===== src/rtl/mod1_unpacker.sv =====
// mod1_unpacker: buffers 4-bit packed words and splits each into a flag bit and a 3-bit vector.
// Latency: a word accepted into an empty FIFO is presented one cycle later (no bypass path).
// Backpressure: OB_READY is low at DEPTH entries; words offered while full are dropped and set sticky OB_OVF.
// Optional build macro MOD1_UNPACK_STATS_EN adds OV_WORDS, an 8-bit wrapping count of completed pops.
module mod1_unpacker #(
   parameter int DEPTH = 4,
   localparam int CW = $clog2(DEPTH + 1)
) (
   input  logic          CLK,
   input  logic          RST,
   input  logic [3:0]    IV1_3,
   input  logic          IB_VALID,
   output logic          OB_READY,
   input  logic          IB_FLUSH,
   output logic          OB1,
   output logic [2:0]    OV2_2,
   output logic          OB_VALID,
   input  logic          IB_READY,
   output logic [CW-1:0] OV_COUNT,
   output logic          OB_OVF
`ifdef MOD1_UNPACK_STATS_EN
   ,
   output logic [7:0]    OV_WORDS
`endif
);

   // Pointer width; DEPTH is a power of two, so pointers wrap naturally.
   localparam int AW = $clog2(DEPTH);

   logic [3:0]    mem [DEPTH];
   logic [AW-1:0] wptr;
   logic [AW-1:0] rptr;
   logic [CW-1:0] count;
   logic          push;
   logic          pop;
   logic [3:0]    head;

   // Handshake flags come from the registered count only, so OB_READY never
   // depends on IB_READY and a same-cycle push+pop while full cannot happen.
   assign OB_READY = (count != CW'(DEPTH));
   assign OB_VALID = (count != '0);
   assign push     = IB_VALID && OB_READY;
   assign pop      = OB_VALID && IB_READY;
   assign OV_COUNT = count;

   // Head entry is split into its fields; fields read as zero when empty.
   assign head  = mem[rptr];
   assign OB1   = OB_VALID ? head[3]   : 1'b0;
   assign OV2_2 = OB_VALID ? head[2:0] : 3'b000;

   // Storage write; the array itself is not reset, and flush/reset discard the word.
   always_ff @(posedge CLK) begin
      if (!RST && !IB_FLUSH && push) begin
         mem[wptr] <= IV1_3;
      end
   end

   // Pointer, occupancy and overflow tracking; flush outranks push and pop.
   always_ff @(posedge CLK) begin
      if (RST || IB_FLUSH) begin
         wptr   <= '0;
         rptr   <= '0;
         count  <= '0;
         OB_OVF <= 1'b0;
      end else begin
         if (push) begin
            wptr <= wptr + AW'(1);
         end
         if (pop) begin
            rptr <= rptr + AW'(1);
         end
         case ({push, pop})
            2'b10:   count <= count + CW'(1);
            2'b01:   count <= count - CW'(1);
            default: count <= count;
         endcase
         if (IB_VALID && !OB_READY) begin
            OB_OVF <= 1'b1;
         end
      end
   end

`ifdef MOD1_UNPACK_STATS_EN
   // Completed-pop counter; wraps 255 -> 0 and clears with the FIFO.
   always_ff @(posedge CLK) begin
      if (RST || IB_FLUSH) begin
         OV_WORDS <= 8'd0;
      end else if (pop) begin
         OV_WORDS <= OV_WORDS + 8'd1;
      end
   end
`endif

endmodule


===== config.mk =====
export PLATFORM = sky130hd
export DESIGN_NAME = mod1_unpacker
export DESIGN_NICKNAME = d
export VERILOG_FILES = /design/src/rtl/mod1_unpacker.sv
export SDC_FILE = /design/constraint.sdc
export NUM_CORES = 1
export LEC_CHECK = 0
export ABC_AREA = 1
export CAP_MARGIN = 20
export CORE_ASPECT_RATIO = 1.25
export CORE_MARGIN = 3
export CORE_UTILIZATION = 37
export DETAILED_ROUTE_END_ITERATION = 6
export GPL_TIMING_DRIVEN = 1
export MAX_ROUTING_LAYER = met4
export PLACE_DENSITY_LB_ADDON = 0.3
export SLEW_MARGIN = 10
export SYNTH_ARGS = -nofsm -noshare
export SYNTH_HDL_FRONTEND = slang
export SYNTH_SLANG_ARGS = --single-unit

===== constraint.sdc =====
create_clock -name CLK -period 4.1 [get_ports CLK]
set_clock_uncertainty 0.1 [all_clocks]
set_input_delay 0.41 -clock CLK [delete_from_list [all_inputs] [get_ports CLK]]
set_output_delay 0.41 -clock CLK [all_outputs]
set_load 0.02 [all_outputs]

* After elaboration in Yosys (flattened, before gate mapping)
Memories as Yosys holds them, arrays and structs flattened. A register that Yosys moved wholly into a read port is not among the register bits.
Index checks and enable logic that the tools add are counted.
** Storage, ports and cells
- Input bits :: 9
- Bits in registers :: 8
- Output and inout bits :: 10
- Logic and storage cells :: 30
- Memory bits (writable) :: 16
- Memories :: 1
** Memory list
- mem :: words 4, width 4, read ports 1, clocked after Yosys merged registers in 1, write ports 1, line 30 : logic [3:0] mem [DEPTH];
** Cells by class
- Muxes and demuxes :: 7
- Add/sub/neg operators :: 4
- Equal/unequal tests :: 3
- Reductions and logical operators :: 11
** Operators by type and width (number)
- $pmux W3 S2 :: 1
- $logic_and A1 B1 Y1 :: 5
- $add A2 B1 Y2 const B :: 2
- $mux W2 :: 2
- $add A3 B1 Y3 const B :: 1
- $logic_not A1 Y1 :: 3
- $mux W1 :: 3
- $mux W3 :: 1
- $ne A3 B3 Y1 const B :: 1
- $reduce_bool A3 Y1 :: 1
- $sub A3 B1 Y3 const B :: 1
- $eq A2 B1 Y1 const B :: 1
- $eq A2 B2 Y1 const B :: 1
- $reduce_bool A2 Y1 :: 1
- $logic_or A1 B1 Y1 :: 1

* Longest topological paths before layout
- Word-level depth :: 5
- Mapped depth :: 13
- Depth with buffers taken out :: 13

* Least setup slack after synthesis
OpenSTA, ideal clock, no wires.
- Path kind :: reg-to-reg
- Start :: reg count[2], in the netlist OV_COUNT[2]
- End :: reg count[2], in the netlist OV_COUNT[2]
- Setup slack :: 2155 ps
- Cell stages (with the launch flop) :: 14
- Required time :: 3887 ps
- Data arrival time :: 1732 ps
- Buffers on the path :: 0
- Setup time :: 113 ps
- Clock period less this slack :: 1945 ps
- Cell sequence :: dfxtp_1 -> inv_2 -> nand2_4 -> nand2_4 -> inv_2 -> ha_1 -> inv_1 -> fa_1 -> inv_1 -> nand2_1 -> nand3_1 -> nand2_1 -> nand2_1 -> nor2_1
** On the way
- Longest elaborated chain between the ends :: 4
- Elaborated cells between the ends (all ways) :: 10
- Those cells by class :: 2 x add/sub; 3 x eq/ne; 1 x mux; 4 x reduce/logical
** RTL lines
- from (decl) :: line 33 : logic [CW-1:0] count;
- from (signal assigned) :: line 73 : 2'b10: count <= count + CW'(1);
- from (signal assigned) :: line 74 : 2'b01: count <= count - CW'(1);
- from (signal assigned) :: line 75 : default: count <= count;
- $reduce_bool A3 Y1 * :: line 41 : assign OB_VALID = (count != '0);
- via OB_VALID :: line 17 : output logic OB_VALID,
- $logic_and A1 B1 Y1 * :: line 43 : assign pop = OB_VALID && IB_READY;
- via pop :: line 35 : logic pop;
- $eq A2 B1 Y1 / $eq A2 B2 Y1 (equally long branches) :: line 72 : case ({push, pop})
- $pmux W3 S2 / $reduce_bool A2 Y1 (equally long branches)
Mark *: on every way through the listed nets, which the timed path passes. The rest lies on a longest branch.
A chain may end at the register's enable or synchronous reset.

==> reports/summary.txt <==
status: finished, final reports clean
Iter 0 DRT Violations: 8
total CTS buffers: 3
Final Hold Fails: 0
largest net degree at the start of global routing: 16
flops & latches, synth: 26
core area: 0.00303 mm2
max cap viols: 0
clk sinks: 26
Worst VDD drop: 0.211 mV
Synth Net Count: 140
fin crit share: 0.576
initial antenna violation count: 0
CTS hold repair buffers: 0
crit end category: output port
Final Critical Period: 2.36 ns
GRT overflow: 0
I/O pin count: 19
synthesized cell area: 0.00119 mm2
fmax: 423 MHz
final wirelength: 2000 um
Fin Hold WS: 0.391 ns
GRT Total Usage: 0.113
final setup fails: 0
post-CTS setup buffers: 0
Slew Viols, Final: 0
first-pass GRT wire length: 3500 um
slew margin rel.: 0.740
PD cells: 345 mW/mm2
Via density: 4.66
Critical Path RT: 3.59 ns
unique cell type count in the Yosys netlist: 19
DRC errors left: 0
P&R area growth vs syn: 22.4%
Final nets: 162
setup repair after global routing missed its margin: false
Leak: 0.561 nW
Synth Instances: 125
CP max FO: 9
layout cells sized above 1: 0.0890
CP arrival: 1.85 ns
ant diodes: 0
sequential area share after synthesis: 0.570
Port-buffer cells: 18
GPL Wtd Cong: 0.832
# rows: 22
Avg Synthesized Cell Area: 9.56 um2
CTS Buffer Depth: 2
H-tree Lvls: 1
initial core utilization: 0.395
total number of yosys warnings: 0
vias: 848
post-route ant nets: 0
startpoint types: register
vias in the first global route: 844
Root Buffer: clkbuf_4
Die X: 56.8 um
CTS tree: yes
detailed placement HPWL: 1570 um
Setup Crit Path Kind: register to output port
CTS resizes: 0
wire per inst: 11.0 um
first drt pass iteration count: 4
die height: 69.5 um
Sum Neg Setup Slack: 0 ns
hold crit path type: register to register
area of the die: 0.00395 mm2
clk slew on worst S/H paths: 0.14 ns
clk_lat worst skew: 0.32 ns
actual slew at the worst max-slew pin: 0.388 ns
-- per-stage QoR --
stage	utilization	worst slack (ns)	cells	cell area [um2]	total power, mW
4_1_cts	0.483	1.70	182	1460	0.509
3_5_place_dp	0.467	1.88	178	1420	0.362
6_report	0.483	1.74	182	1460	0.505
5_1_grt	0.483	1.54	182	1460	0.527
2_1_floorplan	-	2.15	125	1190	0.332
3_3_place_gp	0.467	1.90	178	1420	0.361
-- routing by layer --
| metal | up-vias | GRT usage | part of all wire |
|---|---|---|---|
| met1 | 381 | 0.138 | 0.47 |
| li1 | 440 | - | - |
| met5 | - | - | 0 |
| met2 | 21 | 0.177 | 0.46 |
| met4 | 0 | 0.0619 | 0.024 |
| met3 | 6 | 0.0186 | 0.043 |
-- kinds of logic (layout without fill, tap and decap cells) --
family / Yosys count / count (layout) / synth area share
and+or+nand+nor: 52 / 52 / 0.200
buffers and inverters: 22 / 43 / 0.0702
AOI/OAI and AO/OA: 19 / 19 / 0.0911
adders and majority gates: 6 / 6 / 0.0691
DFF: 26 / 26 / 0.570
-- synth_stat cells --
| library cell | n | area, um2 |
|---|---|---|
| dfxtp_1 | 10 | 200 |
| a21oi_4 | 1 | 16.3 |
| buf_2 | 1 | 5.00 |
| inv_1 | 19 | 71.3 |
| nand2_1 | 12 | 45.0 |
| nand3_1 | 4 | 20.0 |
| nand2_4 | 2 | 22.5 |
| o21ai_0 | 10 | 50.1 |
| edfxtp_1 | 16 | 480 |
| nor2_1 | 29 | 109 |
| fa_1 | 1 | 20.0 |
| inv_2 | 2 | 7.51 |
| nor2_2 | 1 | 6.26 |
| nand2_2 | 1 | 6.26 |
| nor2_4 | 2 | 22.5 |
| nand3b_1 | 1 | 7.51 |
| ha_1 | 5 | 62.6 |
| a21oi_1 | 7 | 35.0 |
| o21a_1 | 1 | 7.51 |
-- cells in the final DEF, fill, tap and decap left out --
master	n
edfxtp_1	16
a21oi_1	7
nand2_4	2
ha_1	5
a21oi_4	1
nand2_2	1
nand2_1	12
clkbuf_4	3
nor2_4	2
o21a_1	1
nor2_1	29
inv_1	19
clkbuf_16	1
clkdlybuf4s50_1	18
nand3b_1	1
inv_2	2
o21ai_0	10
nand3_1	4
dfxtp_1	10
nor2_2	1
fa_1	1
-- state kept, by name, indices dropped and copies added (netlist names), named ones only --
register and flops:
mem 16, OV_COUNT 3, OB_OVF 1, wptr 2
rptr 2
-- worst paths after layout --
| path | cells after the start | endpoint | slack, ns | startpoint |
|---|---|---|---|---|
| worst max register to register | 12 | OV_COUNT[2] | 2.17 | OV_COUNT[2] |
| worst max-delay path | 5 | OV2_2[1] | 1.74 | register |
| worst min-delay path | 1 | OB_OVF | 0.39 | OB_OVF |
| worst min register to register | 1 | OB_OVF | 0.39 | OB_OVF |
-- where the power goes --
group	internal [mW]	total [mW]	switching (mW)
clock	0.0745	0.149	0.0746
combinational	0.0298	0.0687	0.0389
sequential	0.282	0.287	0.00509
total	0.387	0.505	0.119
-- area by class of cell --
cell class	count	area [um2]
multi-input cells	77	430
flip-flops and latches	26	681
well taps	36	45.0
clock buffers	4	47.5
repair buffers	18	180
fillers	290	1570
inverters	21	78.8
-- critical path, stage by stage, from the launching register on --
cell and delay, ns:
dfxtp_1 0.50, nor2_1 0.08, nor2_1 0.08, o21ai_0 0.09
a21oi_1 0.16, clkdlybuf4s50_1 0.62
(Power assumes the default switching activity.)
